## config.mk

```make
export PLATFORM = sky130hd
export DESIGN_NAME = conversor_stdout_bcd
export DESIGN_NICKNAME = d
export VERILOG_FILES = /design/src/rtl/conversor_stdout_bcd.sv
export SDC_FILE = /design/constraint.sdc
export NUM_CORES = 1
export LEC_CHECK = 0
export CAP_MARGIN = 15
export CORE_AREA = 3 3 123 125
export CTS_CLUSTER_DIAMETER = 100
export DETAILED_ROUTE_END_ITERATION = 12
export DIE_AREA = 0 0 126 128
export MAX_ROUTING_LAYER = met4
export PLACE_DENSITY = 0.73
export SYNTH_ARGS = -nofsm -noshare
export SYNTH_HDL_FRONTEND = slang
export SYNTH_SLANG_ARGS = --single-unit
```

## constraint.sdc

```tcl
create_clock -name clk -period 1.7 [get_ports clk]
set_input_delay 0.17 -clock clk [delete_from_list [all_inputs] [get_ports clk]]
set_output_delay 0.17 -clock clk [all_outputs]
set_load 0.02 [all_outputs]
```

## src/rtl/conversor_stdout_bcd.sv

```systemverilog
// Sequential binary-to-BCD converter (double dabble, one bit per clock).
// Ports: clk, rst (sync, active-high), dado/inicia in; ocupado, pronto, bcd, negativo out.
module conversor_stdout_bcd #(
  parameter int LARGURA   = 32,
  parameter int DIGITOS   = 10,
  parameter bit COM_SINAL = 1'b1
) (
  input  logic                   clk,
  input  logic                   rst,
  input  logic [LARGURA-1:0]     dado,
  input  logic                   inicia,
  output logic                   ocupado,
  output logic                   pronto,
  output logic [4*DIGITOS-1:0]   bcd,
  output logic                   negativo
);

  localparam int CW = $clog2(LARGURA + 1);
  localparam int BW = 4 * DIGITOS;

  typedef enum logic [1:0] {
    OCIOSO,
    DESLOCA,
    CONCLUI
  } estado_t;

  estado_t            estado_q, estado_d;
  logic [CW-1:0]      cnt_q, cnt_d;
  logic [BW-1:0]      scr_q, scr_d;
  logic [LARGURA-1:0] mag_q, mag_d;
  logic               neg_tmp_q, neg_tmp_d;
  logic [BW-1:0]      bcd_q, bcd_d;
  logic               neg_q, neg_d;
  logic               pronto_q, pronto_d;
  logic               ocupado_q, ocupado_d;

  logic [BW-1:0]      adj;
  logic               aceita;
  logic [LARGURA-1:0] um;

  assign um = {{(LARGURA-1){1'b0}}, 1'b1};

  // add-3 correction applied to every nibble before the shift
  always_comb begin
    adj = '0;
    for (int i = 0; i < DIGITOS; i++) begin
      if (scr_q[4*i +: 4] >= 4'd5)
        adj[4*i +: 4] = scr_q[4*i +: 4] + 4'd3;
      else
        adj[4*i +: 4] = scr_q[4*i +: 4];
    end
  end

  // ocupado_q also covers the cycle after CONCLUI, so a start
  // request coinciding with the pronto pulse is dropped
  assign aceita = (estado_q == OCIOSO) && inicia && !ocupado_q;

  always_comb begin
    estado_d  = estado_q;
    cnt_d     = cnt_q;
    scr_d     = scr_q;
    mag_d     = mag_q;
    neg_tmp_d = neg_tmp_q;
    bcd_d     = bcd_q;
    neg_d     = neg_q;
    pronto_d  = 1'b0;
    ocupado_d = (estado_q != OCIOSO);
    unique case (estado_q)
      OCIOSO: begin
        if (aceita) begin
          if (COM_SINAL && dado[LARGURA-1]) begin
            mag_d     = ~dado + um;
            neg_tmp_d = 1'b1;
          end else begin
            mag_d     = dado;
            neg_tmp_d = 1'b0;
          end
          scr_d     = '0;
          cnt_d     = CW'(LARGURA);
          estado_d  = DESLOCA;
          ocupado_d = 1'b1;
        end
      end
      DESLOCA: begin
        {scr_d, mag_d} = {adj, mag_q} << 1;
        cnt_d = cnt_q - CW'(1);
        if (cnt_q == CW'(1))
          estado_d = CONCLUI;
      end
      CONCLUI: begin
        bcd_d    = scr_q;
        neg_d    = neg_tmp_q;
        pronto_d = 1'b1;
        estado_d = OCIOSO;
      end
      default: estado_d = OCIOSO;
    endcase
  end

  always_ff @(posedge clk) begin
    if (rst) begin
      estado_q  <= OCIOSO;
      cnt_q     <= '0;
      scr_q     <= '0;
      mag_q     <= '0;
      neg_tmp_q <= 1'b0;
      bcd_q     <= '0;
      neg_q     <= 1'b0;
      pronto_q  <= 1'b0;
      ocupado_q <= 1'b0;
    end else begin
      estado_q  <= estado_d;
      cnt_q     <= cnt_d;
      scr_q     <= scr_d;
      mag_q     <= mag_d;
      neg_tmp_q <= neg_tmp_d;
      bcd_q     <= bcd_d;
      neg_q     <= neg_d;
      pronto_q  <= pronto_d;
      ocupado_q <= ocupado_d;
    end
  end

  assign ocupado  = ocupado_q;
  assign pronto   = pronto_q;
  assign bcd      = bcd_q;
  assign negativo = neg_q;

endmodule

```

==> flow_summary.json <==
{
  "clock_skew_ns": 0.00867,
  "drt-initial-drc-count": 446,
  "synth_area_per_cell_um2": 8.19,
  "gp_congestion": 0.859,
  "hold_viol_final": 0,
  "synth_top_area_share_pct": 40.8,
  "period_share_pct": 99.5,
  "initial_core_util_pct": 43.5,
  "grt_pass1_vias": 5383,
  "yosys_warnings": 0,
  "dieHeight_um": 128,
  "critical_path_class": "flip-flop to flip-flop",
  "cts-root-buf": "clkbuf_16",
  "r2r-start": "estado_q[1]",
  "seqCellArea_um2": 2480,
  "grt_pass1_wl_mm": 24.9,
  "insertion_delay_ns": 0.40,
  "fin_crit_ns": 1.69,
  "setup.worst_path.end": "mag_q[8]",
  "area_growth_syn_to_layout_pct": 39.2,
  "critPathRequiredTime_ns": 1.99,
  "via_count": 5637,
  "port_buffers": 77,
  "synthDistinctLibCells": 56,
  "pre_cts_slack_ns": -0.623,
  "grt_start_max_net_pins": 58,
  "grtUsageTotal_pct": 18.9,
  "ys_async_sr_fraction_pct": 0,
  "rows": 43,
  "r2r_end": "mag_q[8]",
  "irDropWorstVdd_v": 0.000682,
  "cp_slowest_cell": "dfxtp_2",
  "multi_input_area_um2": 3490,
  "synth_edf_count": 0,
  "nets": 937,
  "clockBufferDepth": 2,
  "cts_tree": "done",
  "fp.dieArea_um2": 16100,
  "antenna_found_initial": 0,
  "r2r.worst_path.cells": 9,
  "synthFlopType": "dfxtp_1",
  "synth_common_cells": "dfxtp_1 (124), nand2_1 (124), a21oi_1 (84)",
  "yosys_register_bits": 124,
  "netlist_area_um2": 6090,
  "crit_top_cell": "buf_12",
  "syn_inst": 743,
  "clkSinkCount": 124,
  "dieWidth_um": 126,
  "worst_slew_pin_slew_ns": 0.572,
  "syn-num-nets": 801,
  "wl_mm": 14.7,
  "finalSetupViolCount": 0,
  "first_pass_iters": 4,
  "yosysTopAreaCell": "dfxtp_1",
  "relSlewSlack_pct": 61.9,
  "worst_setup_path_start_kind": "flip-flop",
  "crit_buf_inv": 4,
  "power_leakage_uw": 0.00310,
  "hold_class": "input pin to flip-flop",
  "fmax_ghz": 0.591,
  "grt_remaining_overflow": 0,
  "cp_max_fo": 13,
  "fin_tns_setup_ns": 0,
  "power_uw": 7950,
  "startpoint": "estado_q[1]",
  "antenna_cells": 0,
  "synth.top_cells.by_area": "dfxtp_1 (41%), nand2_1 (7.6%), a21oi_1 (6.9%)",
  "synth-seq-area-share_pct": 40.8,
  "hpwlAfterDp_mm": 9.82,
  "wl_per_cell_um": 13.8,
  "slowest_delay_ns": 0.33,
  "fin_ws_ns": 0.00930,
  "end_kind": "flip-flop",
  "cp_top_family": "buffers and inverters",
  "fill_cells": 1210,
  "crit_cells": 9,
  "path_clk_slew_ns": 0.06,
  "path_cells": "buf_6 -> nor4b_4 -> buf_4 -> nor2_4 -> buf_12 -> buf_12 -> a22o_1 -> a21oi_1 -> nor2_1",
  "drc_errors": 0,
  "htree_levels": 4,
  "cts-buffers-inserted": 17,
  "ant_nets": 0,
  "drive_gt1_share_pct": 18.7,
  "status": "completed",
  "power_density_nw_per_um2": 939,
  "r2r_setup_slack_ns": 0.009,
  "cts_hold_buf": 0,
  "maxSlewViolCount": 0,
  "ioPinCount": 78,
  "vias_per_cell": 5.26,
  "rsz0062_at_grt": "true",
  "coreArea_um2": 14000,
  "cap_violations": 0,
  "cp.arrival_ns": 1.98
}
[worst min-delay path by stage]
| stage | startpoint | endpoint | slack, ns | depth (start not counted) |
|---|---|---|---|---|
| after global routing | rst | mag_q[30] | 0.1 | 2 |
| after CTS | rst | mag_q[19] | 0.09 | 2 |
| after floorplan | dado[0] | mag_q[0] | 0.31 | 2 |
| final | rst | mag_q[19] | 0.12 | 2 |
| after global placement | neg_tmp_q | negativo | 0.44 | 2 |
| after detailed placement | bcd[2] | bcd[2] | 0.45 | 2 |
[cell usage in the layout (no fill, tap or decap), types with 7 or more instances in the layout]
master             n
nand3_1           22
nor2_1            40
ha_1              23
clkdlybuf4s50_1   65
a21oi_1           83
nand2b_1          16
nand2_1          124
xnor2_1           29
buf_4             83
or3_1              7
a21o_1             7
o21ai_0           20
clkbuf_16         17
inv_1             25
o211ai_1           9
nor3_1            15
xor2_1             9
o22ai_1           10
a32oi_1            7
dfxtp_1          123
a22oi_1           32
[metrics by stage]
stage	utilization, %	area [µm²]	hold WS [ns]	cells
6_report	60.6	8470	0.115	1072
5_1_grt	60.6	8470	0.0986	1072
4_1_cts	59.2	8280	0.0856	1065
3_5_place_dp	54.1	7570	0.447	1032
3_3_place_gp	54.1	7570	0.438	1032
2_1_floorplan	-	6100	0.306	743
[state kept, by name (all words and copies together) (netlist names)]
| name | count |
|---|---|
| mag_q | 32 |
| cnt_q | 6 |
| neg_tmp_q | 1 |
| bcd | 40 |
| ocupado | 1 |
| scr_q | 40 |
| pronto | 1 |
| negativo | 1 |
| estado_q | 2 |
[worst reg2reg max path: stages (launching register included)]
cell and delay (ns):
dfxtp_2 0.33, buf_6 0.13, nor4b_4 0.26, buf_4 0.18, nor2_4 0.07, buf_12 0.14
buf_12 0.13, a22o_1 0.18, a21oi_1 0.11, nor2_1 0.05
[routing by layer]
layer	wire [µm]	global-route usage (%)
met2	7250	30.5
met3	537	4.46
met1	6770	23.8
met5	0	-
met4	187	5.24
[cell type report]
type | instances | share of cell area (%)
multi-input cells | 542 | 41.2
clock inverters | 10 | 1.61
inverters | 25 | 1.11
flip-flops and latches | 124 | 29.3
clock buffers | 22 | 5.83
repair buffers | 169 | 18.3
well taps | 180 | 2.66
[timing repair]
action | 4_1_cts | 5_1_grt
setup buffers | 1 | 7
gates resized for setup | 20 | 34
pin swaps | 5 | 11
setup endpoints to repair | 20 | 36
[where the power goes]
| part | internal (µW) | switching (µW) | total [µW] |
|---|---|---|---|
| sequential | 3010 | 67.4 | 3080 |
| combinational | 521 | 595 | 1120 |
| clock | 2490 | 1260 | 3760 |
| total | 6030 | 1920 | 7950 |
[kinds of logic (layout without fill, tap and decap cells)]
group	after synthesis	count (layout)	synth area share, %
simple gates	258	258	19.7
flops	124	124	40.8
mux	5	5	0.822
xor+xnor	38	38	5.47
fa+ha+maj	23	23	4.73
buf+inv	77	226	4.89
compound gates	218	218	23.6
(Power assumes the default switching activity.)
==> patch: new RTL, same settings <==
Register the inputs `dado` and `inicia` before use. The logic sees them one clock later.
--- a/src/rtl/conversor_stdout_bcd.sv
+++ b/src/rtl/conversor_stdout_bcd.sv
@@ -25,2 +25,10 @@
   } estado_t;
+
+  logic [LARGURA-1:0] dado_q;
+  logic inicia_q;
+
+  always_ff @(posedge clk) begin
+    dado_q   <= dado;
+    inicia_q <= inicia;
+  end
 
@@ -55,3 +63,3 @@
   // request coinciding with the pronto pulse is dropped
-  assign aceita = (estado_q == OCIOSO) && inicia && !ocupado_q;
+  assign aceita = (estado_q == OCIOSO) && inicia_q && !ocupado_q;
 
@@ -70,7 +78,7 @@
         if (aceita) begin
-          if (COM_SINAL && dado[LARGURA-1]) begin
-            mag_d     = ~dado + um;
+          if (COM_SINAL && dado_q[LARGURA-1]) begin
+            mag_d     = ~dado_q + um;
             neg_tmp_d = 1'b1;
           end else begin
-            mag_d     = dado;
+            mag_d     = dado_q;
             neg_tmp_d = 1'b0;
Behaviour: not the same (a bounded check fails within 4 cycles, from zero or initial values and one cycle with rst high).
==> patch against the original RTL <==
Routed wire length rose by 17%; cell area increased by 6.9%; synthesized area increased by 7.7%; global-route usage up 1.4 points; the flow now finishes with violations (setup timing); final cell count fell by 0.84%; sequential cell count grew 33; largest power group unchanged; total power is 12% higher; sequential share of layout area up 5.5 points; setup slack got worse by 0.69 ns.
==> patch: results (changes against the original RTL) <==
- The count of different cell masters after synthesis is 42 (was 56).
- The number of endpoints failing setup at the final stage was 16 (was 0).
- The number of vias after detailed routing is 6089 (was 5637).
- The length of routed met3 wiring is 1.022 mm (was 537 um).
- The terminus of the critical flop-to-flop path is mag_q[31] (was mag_q[8]).
- List of most frequent post-synthesis cells: 157 x dfxtp_1, 117 x nand2_1, 75 x a21oi_1 (was 124 x dfxtp_1, 124 x nand2_1, 84 x a21oi_1).
- The post-place instance area is 7891 sq um (was 7570 sq um).
- The maximum clock skew at final layout was 0.004520 ns (was 0.008674 ns).
- Ranking of synthesized cells by area: dfxtp_1 48%, nand2_1 6.7%, a21oi_1 5.7% (was dfxtp_1 41%, nand2_1 7.6%, a21oi_1 6.9%).
- The family of cells with the greatest summed delay on the critical path is simple AND/OR/NAND/NOR gates (was buffers and inverters).
- The cell depth of the worst flop-to-flop path was 5 (was 9).
- The average instance area after synthesis is 8.694 sq um (was 8.191 sq um).
- The maximum resistive drop on vdd was 0.7757 mV (was 0.6823 mV).
- The sequential fraction of the synthesis area is 47.95% (was 40.79%).
- The highest-delay cell along the critical path is or4_4 (was dfxtp_2).
- The count of nets after finishing is 928 (was 937).
- The net count of the mapped netlist came to 812 (was 801).
- The global-route wire length before repair came to 26.54 mm (was 24.88 mm).
- The reg-to-reg setup timing slack is -0.68 ns (was 0.009 ns).
- Result of the run: finished with violations (was completed).
- The checks that failed: setup timing.
- The least setup slack across all paths after layout is -0.6786 ns (was 0.009300 ns).
- The number of buffers inserted to repair setup after CTS is 9 (was 1).
- The largest stage delay on the critical path was 0.53 ns (was 0.33 ns).
- The sum of met2 wire segment lengths after detailed routing is 8.520 mm (was 7.247 mm).
- The cell-internal power was 0.006732 W (was 0.006031 W).
## patch: changes by cell type after synthesis, moves of 4 or more
cell     change
dfxtp_1     +33
o22ai_1     +16
xor2_1      +15
a21oi_1      -9
xnor2_1      -8
nand2_1      -7
nand3_1      -5
or3_1        -5
a31oi_1      -4
nor4_1       +4
o31ai_1      +4
## patch: area by class of cell
class                   count  area [sq um]
clock buffers              19         442.9
clock inverters            13         190.2
fillers                  1075          4933
inverters                  27         101.3
multi-input cells         521          3563
flip-flops and latches    157          3153
well taps                 180         225.2
repair buffers            146          1379
## patch: worst min path at each step
stage	from	endpoint	slack, ns	cells after the start
floorplan	dado[0]	dado_q[0]	0.20	0
global placement	bcd[4]	bcd[4]	0.44	2
detailed placement	bcd[18]	bcd[18]	0.45	2
CTS	rst	scr_q[28]	0.11	2
global route	rst	scr_q[28]	0.13	2
finish	rst	pronto	0.13	2
## patch: worst register-to-register path, cell delays in order, from the launching register on
cell and delay, ns:
dfxtp_1 0.31, or4_4 0.53, or3_4 0.35, or4_4 0.53, or4_4 0.45, a31oi_4 0.14
## patch: logic make-up (layout without fill, tap and decap cells)
family | count (synthesis) | after routing | share of synthesized area, %
AND/OR/NAND/NOR | 232 | 232 | 15.80
buffers and inverters | 76 | 205 | 4.352
AO/OA/AOI/OAI | 218 | 218 | 21.03
multiplexers | 3 | 3 | 0.4581
flip-flops | 157 | 157 | 47.95
XOR/XNOR | 45 | 45 | 6.013
adder cells (fa/ha/maj) | 23 | 23 | 4.390
## patch: power by group through the flow
stage | clock (W) | combinational, W | sequential (W)
global placement | 0 | 0.000801 | 0.00398
detailed placement | 0 | 0.000822 | 0.00399
global route | 0.00425 | 0.00101 | 0.00395
finish | 0.00403 | 0.000940 | 0.00394
CTS | 0.00407 | 0.000868 | 0.00392
floorplan | 0 | 0.000477 | 0.00399
